`src/rtl/plb_master_arbiter_if.sv`:
```
// IPIF master command/status bundle between the arbiter (master) and the PLB
// master attachment (slave).
interface plb_master_arbiter_if #(
    parameter int AW = 32,
    parameter int DW = 32
);
    // Handshake: a Rd/Wr request is a valid that stays high, with address/BE/data
    // stable, until the cycle CmdAck (ready) is sampled; Cmplt closes the transfer.
    logic            IP2Bus_MstRd_Req;
    logic            IP2Bus_MstWr_Req;
    logic [AW-1:0]   IP2Bus_Mst_Addr;
    logic [DW/8-1:0] IP2Bus_Mst_BE;
    logic            IP2Bus_Mst_Lock;
    logic            IP2Bus_Mst_Reset;
    logic [DW-1:0]   IP2Bus_MstWr_d;

    logic            Bus2IP_Mst_CmdAck;
    logic            Bus2IP_Mst_Cmplt;
    logic            Bus2IP_Mst_Error;
    logic            Bus2IP_Mst_Rearbitrate;
    logic            Bus2IP_Mst_Cmd_Timeout;
    logic [DW-1:0]   Bus2IP_MstRd_d;
    logic            Bus2IP_MstRd_src_rdy_n;
    logic            Bus2IP_MstWr_dst_rdy_n;

    modport master (
        output IP2Bus_MstRd_Req, IP2Bus_MstWr_Req, IP2Bus_Mst_Addr, IP2Bus_Mst_BE,
               IP2Bus_Mst_Lock, IP2Bus_Mst_Reset, IP2Bus_MstWr_d,
        input  Bus2IP_Mst_CmdAck, Bus2IP_Mst_Cmplt, Bus2IP_Mst_Error,
               Bus2IP_Mst_Rearbitrate, Bus2IP_Mst_Cmd_Timeout, Bus2IP_MstRd_d,
               Bus2IP_MstRd_src_rdy_n, Bus2IP_MstWr_dst_rdy_n
    );

    modport slave (
        input  IP2Bus_MstRd_Req, IP2Bus_MstWr_Req, IP2Bus_Mst_Addr, IP2Bus_Mst_BE,
               IP2Bus_Mst_Lock, IP2Bus_Mst_Reset, IP2Bus_MstWr_d,
        output Bus2IP_Mst_CmdAck, Bus2IP_Mst_Cmplt, Bus2IP_Mst_Error,
               Bus2IP_Mst_Rearbitrate, Bus2IP_Mst_Cmd_Timeout, Bus2IP_MstRd_d,
               Bus2IP_MstRd_src_rdy_n, Bus2IP_MstWr_dst_rdy_n
    );
endinterface

```
`src/rtl/plb_master_arbiter.sv`:
```
// Round-robin sharing of one IPIF master port between two single-beat requesters,
// with Rearbitrate back-off and a watchdog that aborts hung transfers.
module plb_master_arbiter #(
    parameter int C_MST_AWIDTH   = 32,
    parameter int C_MST_DWIDTH   = 32,
    parameter int BACKOFF_CYCLES = 4,
    parameter int WDOG_CYCLES    = 1024,
    parameter int WDOG_W         = 11
) (
    input  logic                      PLB_clk,
    input  logic                      reset,

    input  logic                      r0_req,
    input  logic                      r0_rnw,
    input  logic [C_MST_AWIDTH-1:0]   r0_addr,
    input  logic [C_MST_DWIDTH/8-1:0] r0_be,
    input  logic [C_MST_DWIDTH-1:0]   r0_wr_d,
    output logic                      r0_done,
    output logic                      r0_err,
    output logic [C_MST_DWIDTH-1:0]   r0_rd_d,

    input  logic                      r1_req,
    input  logic                      r1_rnw,
    input  logic [C_MST_AWIDTH-1:0]   r1_addr,
    input  logic [C_MST_DWIDTH/8-1:0] r1_be,
    input  logic [C_MST_DWIDTH-1:0]   r1_wr_d,
    output logic                      r1_done,
    output logic                      r1_err,
    output logic [C_MST_DWIDTH-1:0]   r1_rd_d,

    output logic [1:0]                grant,
    output logic [2:0]                state,

    plb_master_arbiter_if.master      bus
);

    typedef enum logic [2:0] {
        S_IDLE    = 3'd0,
        S_REQ     = 3'd1,
        S_DATA    = 3'd2,
        S_BACKOFF = 3'd3,
        S_ABORT   = 3'd4
    } state_t;

    localparam int BO_W = (BACKOFF_CYCLES > 1) ? $clog2(BACKOFF_CYCLES) : 1;

    state_t                  st;
    logic                    owner;    // 1 = r1 holds the grant
    logic                    rr_ptr;   // requester that wins a tie
    logic                    rnw_q;
    logic [WDOG_W-1:0]       wdog;
    logic [BO_W-1:0]         bo_cnt;
    logic [C_MST_DWIDTH-1:0] rd_buf;

    logic                    pick1;
    logic                    sel_rnw;
    logic                    fin;
    logic                    fin_err;
    logic                    expire;
    logic [C_MST_DWIDTH-1:0] cap_d;

    assign state               = st;
    assign bus.IP2Bus_Mst_Lock = 1'b0;
    assign pick1   = r1_req && (!r0_req || rr_ptr);
    assign sel_rnw = pick1 ? r1_rnw : r0_rnw;

    logic unused_ok;
    assign unused_ok = &{1'b0, bus.Bus2IP_MstWr_dst_rdy_n};

    always_comb begin
        fin     = 1'b0;
        fin_err = 1'b0;
        cap_d   = rd_buf;
        // A beat arriving on the completing cycle must still reach the requester.
        if (rnw_q && !bus.Bus2IP_MstRd_src_rdy_n)
            cap_d = bus.Bus2IP_MstRd_d;
        case (st)
            S_REQ: begin
                if (bus.Bus2IP_Mst_Cmd_Timeout) begin
                    fin     = 1'b1;
                    fin_err = 1'b1;
                end else if (bus.Bus2IP_Mst_CmdAck && bus.Bus2IP_Mst_Cmplt) begin
                    fin     = 1'b1;
                    fin_err = bus.Bus2IP_Mst_Error;
                end
            end
            S_DATA: begin
                if (bus.Bus2IP_Mst_Cmplt) begin
                    fin     = 1'b1;
                    fin_err = bus.Bus2IP_Mst_Error;
                end
            end
            S_ABORT: begin
                fin     = 1'b1;
                fin_err = 1'b1;
            end
            default: ;
        endcase
        expire = (st == S_REQ || st == S_DATA || st == S_BACKOFF) &&
                 (wdog == WDOG_W'(1)) && !fin;
    end

    always_ff @(posedge PLB_clk or posedge reset) begin
        if (reset) begin
            st                   <= S_IDLE;
            owner                <= 1'b0;
            rr_ptr               <= 1'b0;
            rnw_q                <= 1'b0;
            wdog                 <= '0;
            bo_cnt               <= '0;
            rd_buf               <= '0;
            grant                <= 2'b00;
            r0_done              <= 1'b0;
            r0_err               <= 1'b0;
            r0_rd_d              <= '0;
            r1_done              <= 1'b0;
            r1_err               <= 1'b0;
            r1_rd_d              <= '0;
            bus.IP2Bus_MstRd_Req <= 1'b0;
            bus.IP2Bus_MstWr_Req <= 1'b0;
            bus.IP2Bus_Mst_Addr  <= '0;
            bus.IP2Bus_Mst_BE    <= '0;
            bus.IP2Bus_Mst_Reset <= 1'b0;
            bus.IP2Bus_MstWr_d   <= '0;
        end else begin
            r0_done              <= 1'b0;
            r1_done              <= 1'b0;
            bus.IP2Bus_Mst_Reset <= 1'b0;
            if (fin) begin
                if (owner) begin
                    r1_done <= 1'b1;
                    r1_err  <= fin_err;
                    r1_rd_d <= cap_d;
                end else begin
                    r0_done <= 1'b1;
                    r0_err  <= fin_err;
                    r0_rd_d <= cap_d;
                end
                rr_ptr               <= ~owner;
                grant                <= 2'b00;
                bus.IP2Bus_MstRd_Req <= 1'b0;
                bus.IP2Bus_MstWr_Req <= 1'b0;
                st                   <= S_IDLE;
            end else if (expire) begin
                bus.IP2Bus_MstRd_Req <= 1'b0;
                bus.IP2Bus_MstWr_Req <= 1'b0;
                bus.IP2Bus_Mst_Reset <= 1'b1;
                st                   <= S_ABORT;
            end else begin
                case (st)
                    S_IDLE: begin
                        if (r0_req || r1_req) begin
                            owner                <= pick1;
                            grant                <= pick1 ? 2'b10 : 2'b01;
                            rnw_q                <= sel_rnw;
                            bus.IP2Bus_Mst_Addr  <= pick1 ? r1_addr : r0_addr;
                            bus.IP2Bus_Mst_BE    <= pick1 ? r1_be : r0_be;
                            bus.IP2Bus_MstWr_d   <= pick1 ? r1_wr_d : r0_wr_d;
                            bus.IP2Bus_MstRd_Req <= sel_rnw;
                            bus.IP2Bus_MstWr_Req <= !sel_rnw;
                            wdog                 <= WDOG_W'(WDOG_CYCLES);
                            rd_buf               <= '0;
                            st                   <= S_REQ;
                        end
                    end
                    S_REQ: begin
                        wdog <= wdog - WDOG_W'(1);
                        if (bus.Bus2IP_Mst_CmdAck) begin
                            bus.IP2Bus_MstRd_Req <= 1'b0;
                            bus.IP2Bus_MstWr_Req <= 1'b0;
                            st                   <= S_DATA;
                        end else if (bus.Bus2IP_Mst_Rearbitrate) begin
                            bus.IP2Bus_MstRd_Req <= 1'b0;
                            bus.IP2Bus_MstWr_Req <= 1'b0;
                            bo_cnt               <= BO_W'(BACKOFF_CYCLES - 1);
                            st                   <= S_BACKOFF;
                        end
                    end
                    S_BACKOFF: begin
                        wdog <= wdog - WDOG_W'(1);
                        // Re-issue on the last idle cycle's edge so Req stays low exactly BACKOFF_CYCLES.
                        if (bo_cnt == '0) begin
                            bus.IP2Bus_MstRd_Req <= rnw_q;
                            bus.IP2Bus_MstWr_Req <= !rnw_q;
                            st                   <= S_REQ;
                        end else begin
                            bo_cnt <= bo_cnt - BO_W'(1);
                        end
                    end
                    S_DATA: begin
                        wdog <= wdog - WDOG_W'(1);
                        if (rnw_q && !bus.Bus2IP_MstRd_src_rdy_n)
                            rd_buf <= bus.Bus2IP_MstRd_d;
                    end
                    default: st <= S_IDLE;
                endcase
            end
        end
    end

endmodule

```
`src/flat_wrapper.sv`:
```
// flat-port wrapper written by rule: the top's interface ports become plain ports
module plb_master_arbiter_flat 
#(
    parameter int C_MST_AWIDTH   = 32,
    parameter int C_MST_DWIDTH   = 32,
    parameter int BACKOFF_CYCLES = 4,
    parameter int WDOG_CYCLES    = 1024,
    parameter int WDOG_W         = 11
)
  (PLB_clk, reset, r0_req, r0_rnw, r0_addr, r0_be, r0_wr_d, r0_done, r0_err, r0_rd_d, r1_req, r1_rnw, r1_addr, r1_be, r1_wr_d, r1_done, r1_err, r1_rd_d, grant, state, bus_IP2Bus_MstRd_Req, bus_IP2Bus_MstWr_Req, bus_IP2Bus_Mst_Addr, bus_IP2Bus_Mst_BE, bus_IP2Bus_Mst_Lock, bus_IP2Bus_Mst_Reset, bus_IP2Bus_MstWr_d, bus_Bus2IP_Mst_CmdAck, bus_Bus2IP_Mst_Cmplt, bus_Bus2IP_Mst_Error, bus_Bus2IP_Mst_Rearbitrate, bus_Bus2IP_Mst_Cmd_Timeout, bus_Bus2IP_MstRd_d, bus_Bus2IP_MstRd_src_rdy_n, bus_Bus2IP_MstWr_dst_rdy_n);
  plb_master_arbiter_if #(.AW((32)), .DW((32))) bus_i ();
  input  logic PLB_clk;
  input  logic reset;
  input  logic r0_req;
  input  logic r0_rnw;
  input  logic [C_MST_AWIDTH-1:0] r0_addr;
  input  logic [C_MST_DWIDTH/8-1:0] r0_be;
  input  logic [C_MST_DWIDTH-1:0] r0_wr_d;
  output logic r0_done;
  output logic r0_err;
  output logic [C_MST_DWIDTH-1:0] r0_rd_d;
  input  logic r1_req;
  input  logic r1_rnw;
  input  logic [C_MST_AWIDTH-1:0] r1_addr;
  input  logic [C_MST_DWIDTH/8-1:0] r1_be;
  input  logic [C_MST_DWIDTH-1:0] r1_wr_d;
  output logic r1_done;
  output logic r1_err;
  output logic [C_MST_DWIDTH-1:0] r1_rd_d;
  output logic [1:0] grant;
  output logic [2:0] state;
  output wire logic [$bits(bus_i.IP2Bus_MstRd_Req)-1:0] bus_IP2Bus_MstRd_Req;
  output wire logic [$bits(bus_i.IP2Bus_MstWr_Req)-1:0] bus_IP2Bus_MstWr_Req;
  output wire logic [$bits(bus_i.IP2Bus_Mst_Addr)-1:0] bus_IP2Bus_Mst_Addr;
  output wire logic [$bits(bus_i.IP2Bus_Mst_BE)-1:0] bus_IP2Bus_Mst_BE;
  output wire logic [$bits(bus_i.IP2Bus_Mst_Lock)-1:0] bus_IP2Bus_Mst_Lock;
  output wire logic [$bits(bus_i.IP2Bus_Mst_Reset)-1:0] bus_IP2Bus_Mst_Reset;
  output wire logic [$bits(bus_i.IP2Bus_MstWr_d)-1:0] bus_IP2Bus_MstWr_d;
  input wire logic [$bits(bus_i.Bus2IP_Mst_CmdAck)-1:0] bus_Bus2IP_Mst_CmdAck;
  input wire logic [$bits(bus_i.Bus2IP_Mst_Cmplt)-1:0] bus_Bus2IP_Mst_Cmplt;
  input wire logic [$bits(bus_i.Bus2IP_Mst_Error)-1:0] bus_Bus2IP_Mst_Error;
  input wire logic [$bits(bus_i.Bus2IP_Mst_Rearbitrate)-1:0] bus_Bus2IP_Mst_Rearbitrate;
  input wire logic [$bits(bus_i.Bus2IP_Mst_Cmd_Timeout)-1:0] bus_Bus2IP_Mst_Cmd_Timeout;
  input wire logic [$bits(bus_i.Bus2IP_MstRd_d)-1:0] bus_Bus2IP_MstRd_d;
  input wire logic [$bits(bus_i.Bus2IP_MstRd_src_rdy_n)-1:0] bus_Bus2IP_MstRd_src_rdy_n;
  input wire logic [$bits(bus_i.Bus2IP_MstWr_dst_rdy_n)-1:0] bus_Bus2IP_MstWr_dst_rdy_n;
  assign bus_IP2Bus_MstRd_Req = bus_i.IP2Bus_MstRd_Req;
  assign bus_IP2Bus_MstWr_Req = bus_i.IP2Bus_MstWr_Req;
  assign bus_IP2Bus_Mst_Addr = bus_i.IP2Bus_Mst_Addr;
  assign bus_IP2Bus_Mst_BE = bus_i.IP2Bus_Mst_BE;
  assign bus_IP2Bus_Mst_Lock = bus_i.IP2Bus_Mst_Lock;
  assign bus_IP2Bus_Mst_Reset = bus_i.IP2Bus_Mst_Reset;
  assign bus_IP2Bus_MstWr_d = bus_i.IP2Bus_MstWr_d;
  assign bus_i.Bus2IP_Mst_CmdAck = bus_Bus2IP_Mst_CmdAck;
  assign bus_i.Bus2IP_Mst_Cmplt = bus_Bus2IP_Mst_Cmplt;
  assign bus_i.Bus2IP_Mst_Error = bus_Bus2IP_Mst_Error;
  assign bus_i.Bus2IP_Mst_Rearbitrate = bus_Bus2IP_Mst_Rearbitrate;
  assign bus_i.Bus2IP_Mst_Cmd_Timeout = bus_Bus2IP_Mst_Cmd_Timeout;
  assign bus_i.Bus2IP_MstRd_d = bus_Bus2IP_MstRd_d;
  assign bus_i.Bus2IP_MstRd_src_rdy_n = bus_Bus2IP_MstRd_src_rdy_n;
  assign bus_i.Bus2IP_MstWr_dst_rdy_n = bus_Bus2IP_MstWr_dst_rdy_n;
  plb_master_arbiter #(.C_MST_AWIDTH(C_MST_AWIDTH), .C_MST_DWIDTH(C_MST_DWIDTH), .BACKOFF_CYCLES(BACKOFF_CYCLES), .WDOG_CYCLES(WDOG_CYCLES), .WDOG_W(WDOG_W)) u_core (.PLB_clk(PLB_clk), .reset(reset), .r0_req(r0_req), .r0_rnw(r0_rnw), .r0_addr(r0_addr), .r0_be(r0_be), .r0_wr_d(r0_wr_d), .r0_done(r0_done), .r0_err(r0_err), .r0_rd_d(r0_rd_d), .r1_req(r1_req), .r1_rnw(r1_rnw), .r1_addr(r1_addr), .r1_be(r1_be), .r1_wr_d(r1_wr_d), .r1_done(r1_done), .r1_err(r1_err), .r1_rd_d(r1_rd_d), .grant(grant), .state(state), .bus(bus_i));
endmodule
```
`config.mk`:
```
export PLATFORM = sky130hd
export DESIGN_NAME = plb_master_arbiter_flat
export DESIGN_NICKNAME = d
export VERILOG_FILES = /design/src/rtl/plb_master_arbiter_if.sv /design/src/rtl/plb_master_arbiter.sv /design/src/flat_wrapper.sv
export SDC_FILE = /design/constraint.sdc
export NUM_CORES = 1
export LEC_CHECK = 0
export CORE_MARGIN = 2
export CORE_UTILIZATION = 44
export DETAILED_ROUTE_END_ITERATION = 7
export PLACE_DENSITY = 0.88
export SYNTH_ARGS = -nofsm -noshare
export SYNTH_HDL_FRONTEND = slang
export SYNTH_SLANG_ARGS = --single-unit
```
`constraint.sdc`:
```
create_clock -name PLB_clk -period 8.7 [get_ports PLB_clk]
set_input_delay 1.305 -clock PLB_clk [delete_from_list [all_inputs] [get_ports PLB_clk]]
set_output_delay 1.305 -clock PLB_clk [all_outputs]
set_load 0.05 [all_outputs]
```
# Word level (Yosys, flattened, before mapping)
# Cells that the tools add are included.
# classes
n_addsub	2
eq_ne	14
muxes	51
bitwise	3
n_reduce_logical	32
# ops
cell	count
two-way mux 32 bit	4
case mux 32 bit (2 select lines)	1
two-way mux 1 bit	23
case mux 11 bit (2 select lines)	1
AND reduction 4 bit	5
two-way mux 3 bit	6
two-way mux 2 bit	8
case mux 1 bit (3 select lines)	4
case mux 3 bit (4 select lines)	1
equality test 11 x 1 -> 1 bit (second input constant)	1
two-way mux 11 bit	1
subtractor 11 x 1 -> 11 bit (second input constant)	1
nonzero test 2 bit	5
equality test 3 x 2 -> 1 bit (second input constant)	2
!= test 2 bit (second input constant)	3
AND reduction 6 bit	1
logical AND 1 bit	5
zero test 1 bit	5
!= test 5 x 3 -> 1 bit (second input constant)	1
nonzero test 5 bit	1
logical OR 1 bit	4
two-way mux 4 bit	1
!= test 2 x 1 -> 1 bit (second input constant)	2
!= test 4 x 1 -> 1 bit (second input constant)	1
other kinds (12)	15
# word_totals
word_cells	122
register_bits	192
in_bits	181

# Depth between registers and ports, before layout
# logic_depth
depth_word	9
mapped_depth	8
ltp_nobuf	7

# Worst setup path after synthesis
# Ideal clock, no wire load.
# synth_timing
path_kind	input-to-reg
from	in bus_Bus2IP_Mst_Cmplt
to	reg u_core.r1_err
arrival_ns	2.573
setup_time_ns	0.134
required_time_ns	8.566
path_slack_ns	5.992
stages	7
path_cell_list	or4bb_1 -> o21ai_1 -> o21ai_0 -> clkbuf_1 -> buf_2 -> nand2_1 -> o21ai_0
# synth_via
elab_chain_len	5
# synth_rtl
item	line_no	source
start: declaration	flat_wrapper.sv:40	input wire logic [$bits(bus_i.Bus2IP_Mst_Cmplt)-1:0] bus_Bus2IP_Mst_Cmplt;
logical AND 1 bit	plb_master_arbiter.sv:82	end else if (bus.Bus2IP_Mst_CmdAck && bus.Bus2IP_Mst_Cmplt) begin
two-way mux 1 bit	plb_master_arbiter.sv:82	
two-way mux 1 bit	plb_master_arbiter.sv:79	if (bus.Bus2IP_Mst_Cmd_Timeout) begin
case mux 1 bit (3 select lines)	plb_master_arbiter.sv:77	case (st)
AND reduction 2 bit (no source line)	n/a	
end signal: assignment	plb_master_arbiter.sv:132	r1_err <= fin_err;
end: declaration	plb_master_arbiter.sv:28	output logic r1_err,
# Parallel ways exist; a longest one is shown, timed or not.
# A chain may end at the register's enable or synchronous reset.

# Final worst setup path
# layout_timing
from	in r0_req
to	reg u_core.bus.IP2Bus_MstWr_d[6] (netlist name)
# layout_via
elab_chain_len	4
# layout_rtl
item	line_no	source
start: declaration	flat_wrapper.sv:14	input logic r0_req;
zero test 1 bit	plb_master_arbiter.sv:64	assign pick1 = r1_req && (!r0_req || rr_ptr);
logical OR 1 bit	plb_master_arbiter.sv:64	
logical AND 1 bit	plb_master_arbiter.sv:64	
two-way mux 32 bit	plb_master_arbiter.sv:158	bus.IP2Bus_MstWr_d <= pick1 ? r1_wr_d : r0_wr_d;
end signal: assignment	plb_master_arbiter.sv:158	
end: declaration	plb_master_arbiter_if.sv:28	IP2Bus_Mst_Lock, IP2Bus_Mst_Reset, IP2Bus_MstWr_d,
# Parallel ways exist; a longest one is shown, timed or not.

==> flow_metrics.tcl <==
set metrics [dict create \
    outcome "complete, no violations" \
    grt_max_degree 113 \
    combPwrFrac_pct 55.5 \
    rr_startpoint "u_core.state[1]$_DFFE_PP0P_" \
    cts_resized 0 \
    numCtsBuffers 17 \
    die_x_um 143 \
    grt-ovfl-total 0 \
    fp.dieH_um 143 \
    global_route.usage.total_pct 23.4 \
    cts_sinks 192 \
    max_stage_delay_ps 810 \
    tns_ps 0 \
    grt_pass1_wl_mm 37.3 \
    yosysTopAreaCell "dfrtp_1" \
    final_common_cell "clkdlybuf4s50_1" \
    drt_iter0_markers 306 \
    drc 0 \
    coreArea_um2 18800 \
    antenna_left 0 \
    start_util_pct 45.1 \
    min_period_ps 3770 \
    cpMaxStageDelayCell "buf_4" \
    critPathLaunch "r0_req" \
    clkLatencyLatePin_ps 430 \
    synth_flop_cell "dfrtp_1" \
    r2r_slack_ps 5770 \
    dp_slack_ps 4550 \
    worst_pin_slew_ps 1220 \
    postCtsSetupBuffers 0 \
    synth.distinct_cells 41 \
    postSynthCellCount 847 \
    antenna_found_initial 5 \
    criticalPathCategory "input port to flop" \
    hp-start "u_core.bus.IP2Bus_Mst_Addr[20]$_DFFE_PP0P_" \
    die-area_um2 20400 \
    htreeDepth 4 \
    via_per_inst 5.14 \
    syn-num-nets 1031 \
    ir_drop_v 0.000234 \
    timing.final.hold_violations 0 \
    hold_path.class "flop to flop" \
    cts_hold_buf 0 \
    synth_seq_cells 192 \
    synth_edf_count 0 \
    p_sw_share_pct 49.7 \
    endpoint_kind "flop" \
    cts_tree "built" \
    slew_headroom_pct 17.8 \
    worstPathArrival_ps 4030 \
    p_switching_uw 2560 \
    clockBufferDepth 2 \
    seqPwrFrac_pct 29.1 \
    drive_gt1_share_pct 4.53 \
    path_cells "clkdlybuf4s50_1 -> inv_1 -> o21ai_4 -> buf_4 -> mux2i_1 -> o21ai_0" \
    num_io_pins 326 \
    synthArstFlopShare_pct 100 \
    finalSetupViolCount 0 \
    wl_per_cell_um 17.3 \
    syn_to_final_growth_pct 47.1 \
    std_cell_rows 50 \
    ys_seq_area_share_pct 56.6 \
    gp_congestion 0.887 \
    fmax_mhz 266 \
    grtUsageMet3_pct 8.08 \
    fin_worst_skew_ps 15.7 \
    rsz0062_at_grt "false" \
    cp-start-kind "input port" \
    portBuffers 323 \
    p_per_area_nw_per_um2 413 \
    ys.warnings.count 0 \
    netlist.area_leader.share_pct 56.6 \
    worstPathMaxFanout 55 \
    min_period_over_period_pct 43.3 \
    final_max_slew_viol_count 0 \
    dr.pass1.iters 4 \
    fin_nets 1320 \
    required_ps 8960 \
    intPower_uw 2590 \
    dp_hpwl_mm 17.4 \
    wirelength_mm 24.4 \
    power_leakage_uw 0.00540 \
    root_buffer "clkbuf_16" \
    p_clk_share_pct 15.4 \
    setup_slack_ps 4930 \
    grt.met1_usage_pct 28.1 \
    synth_area_per_cell_um2 10.0 \
    use_met2_pct 38.9 \
    via_count 7261 \
    grt_busiest_layer "met2" \
    fillers 1463 \
    grt_pass1_vias 7176 \
    syn-cell-area_um2 8490 \
    path_clk_slew_ps 70 \
    final_cell_mix "clkdlybuf4s50_1, dfrtp_1, nand2_1, o21ai_0, mux2i_1" \
    maxCapViolCount 0 \
    synth.area.top_cells "dfrtp_1, mux2i_1, o21ai_0" \
]
==> final timing paths <==
| check | to | depth (start not counted) |
|---|---|---|
| max reg2reg | u_core.bus.IP2Bus_MstWr_d[0]$_DFFE_PP0P_ | 4 |
| min reg2reg | u_core.bus.IP2Bus_Mst_Addr[20]$_DFFE_PP0P_ | 2 |
| max | u_core.bus.IP2Bus_MstWr_d[6]$_DFFE_PP0P_ | 6 |
| max in group asynchronous | u_core.rd_buf[16]$_DFFE_PP0P_ | 3 |
| min | u_core.bus.IP2Bus_Mst_Addr[20]$_DFFE_PP0P_ | 2 |
| min in group asynchronous | u_core.rd_buf[23]$_DFFE_PP0P_ | 2 |
==> synth_stat cells (2+ instances only) <==
cell type,instances
ha_1,3
buf_4,8
nor2_1,48
inv_1,7
and3_1,2
o31ai_1,4
clkbuf_1,20
buf_1,7
buf_2,25
o21ai_0,136
a21oi_1,43
or4_1,5
a32o_1,2
nor3_1,9
o21ba_2,3
o21bai_1,3
nand2b_1,6
nand3_1,5
nand2_1,176
o21ai_1,5
a31oi_1,4
nor4_2,3
mux2i_1,104
nor4_1,6
dfrtp_1,192
nor2b_1,4
nand3b_1,3
==> stage by stage <==
stage | utilization (%) | power [uW] | hold slack, ps | instances | area, um^2
after floorplan | - | 3400 | 447 | 847 | 8490
after global placement | 63.0 | 4310 | 461 | 1377 | 11900
after detailed placement | 63.0 | 4380 | 469 | 1377 | 11900
after CTS | 66.3 | 5190 | 485 | 1409 | 12500
after global routing | 66.3 | 5430 | 503 | 1413 | 12500
final | 66.3 | 5150 | 481 | 1413 | 12500
==> worst max-delay path: cells and delay by family <==
| kind | cells | cell delay [ps] |
|---|---|---|
| buffers and inverters | 3 | 1480 |
| AOI/OAI and AO/OA | 2 | 750 |
| muxes | 1 | 400 |
==> final cells by class <==
cell class	instances	area (um^2)	share of cell area [%]
antenna	4	10.0	0.0801
clock buffer	17	425	3.41
clock inverter	15	194	1.55
inverter	7	33.8	0.270
multi-input combinational	588	3410	27.3
sequential	192	4800	38.5
tap	260	325	2.60
timing repair buffer	330	3290	26.3
==> layer usage <==
metal	vias to the layer above	part of all wire, %
li1	3490	-
met1	3480	40
met2	248	49
met3	41	8.8
met4	2	2.3
met5	-	0.053
==> power groups by stage <==
stage	Clock, uW	Combinational, uW	Sequential, uW
after detailed placement	0	2870	1510
after global routing	846	3040	1540
after CTS	810	2880	1500
final	794	2860	1500
after floorplan	0	805	2590
after global placement	0	2810	1490
==> flip-flops by register name, indices dropped and copies added (netlist names), 2 cells and up <==
name                        flops
u_core.grant                    2
u_core.bo_cnt                   2
u_core.r0_rd_d                 32
u_core.state                    3
u_core.bus.IP2Bus_MstWr_d      32
u_core.rd_buf                  32
u_core.bus.IP2Bus_Mst_BE        4
u_core.bus.IP2Bus_Mst_Addr     32
u_core.r1_rd_d                 32
u_core.wdog                    11
==> logic make-up after synthesis <==
family          synth area share (%)
flops                           56.6
fa+ha+maj                      0.442
other cells                   0.0442
buf+inv                         3.68
compound gates                  12.9
simple gates                    14.1
mux                             12.3
Note: power is estimated with default switching activity, not from simulation.
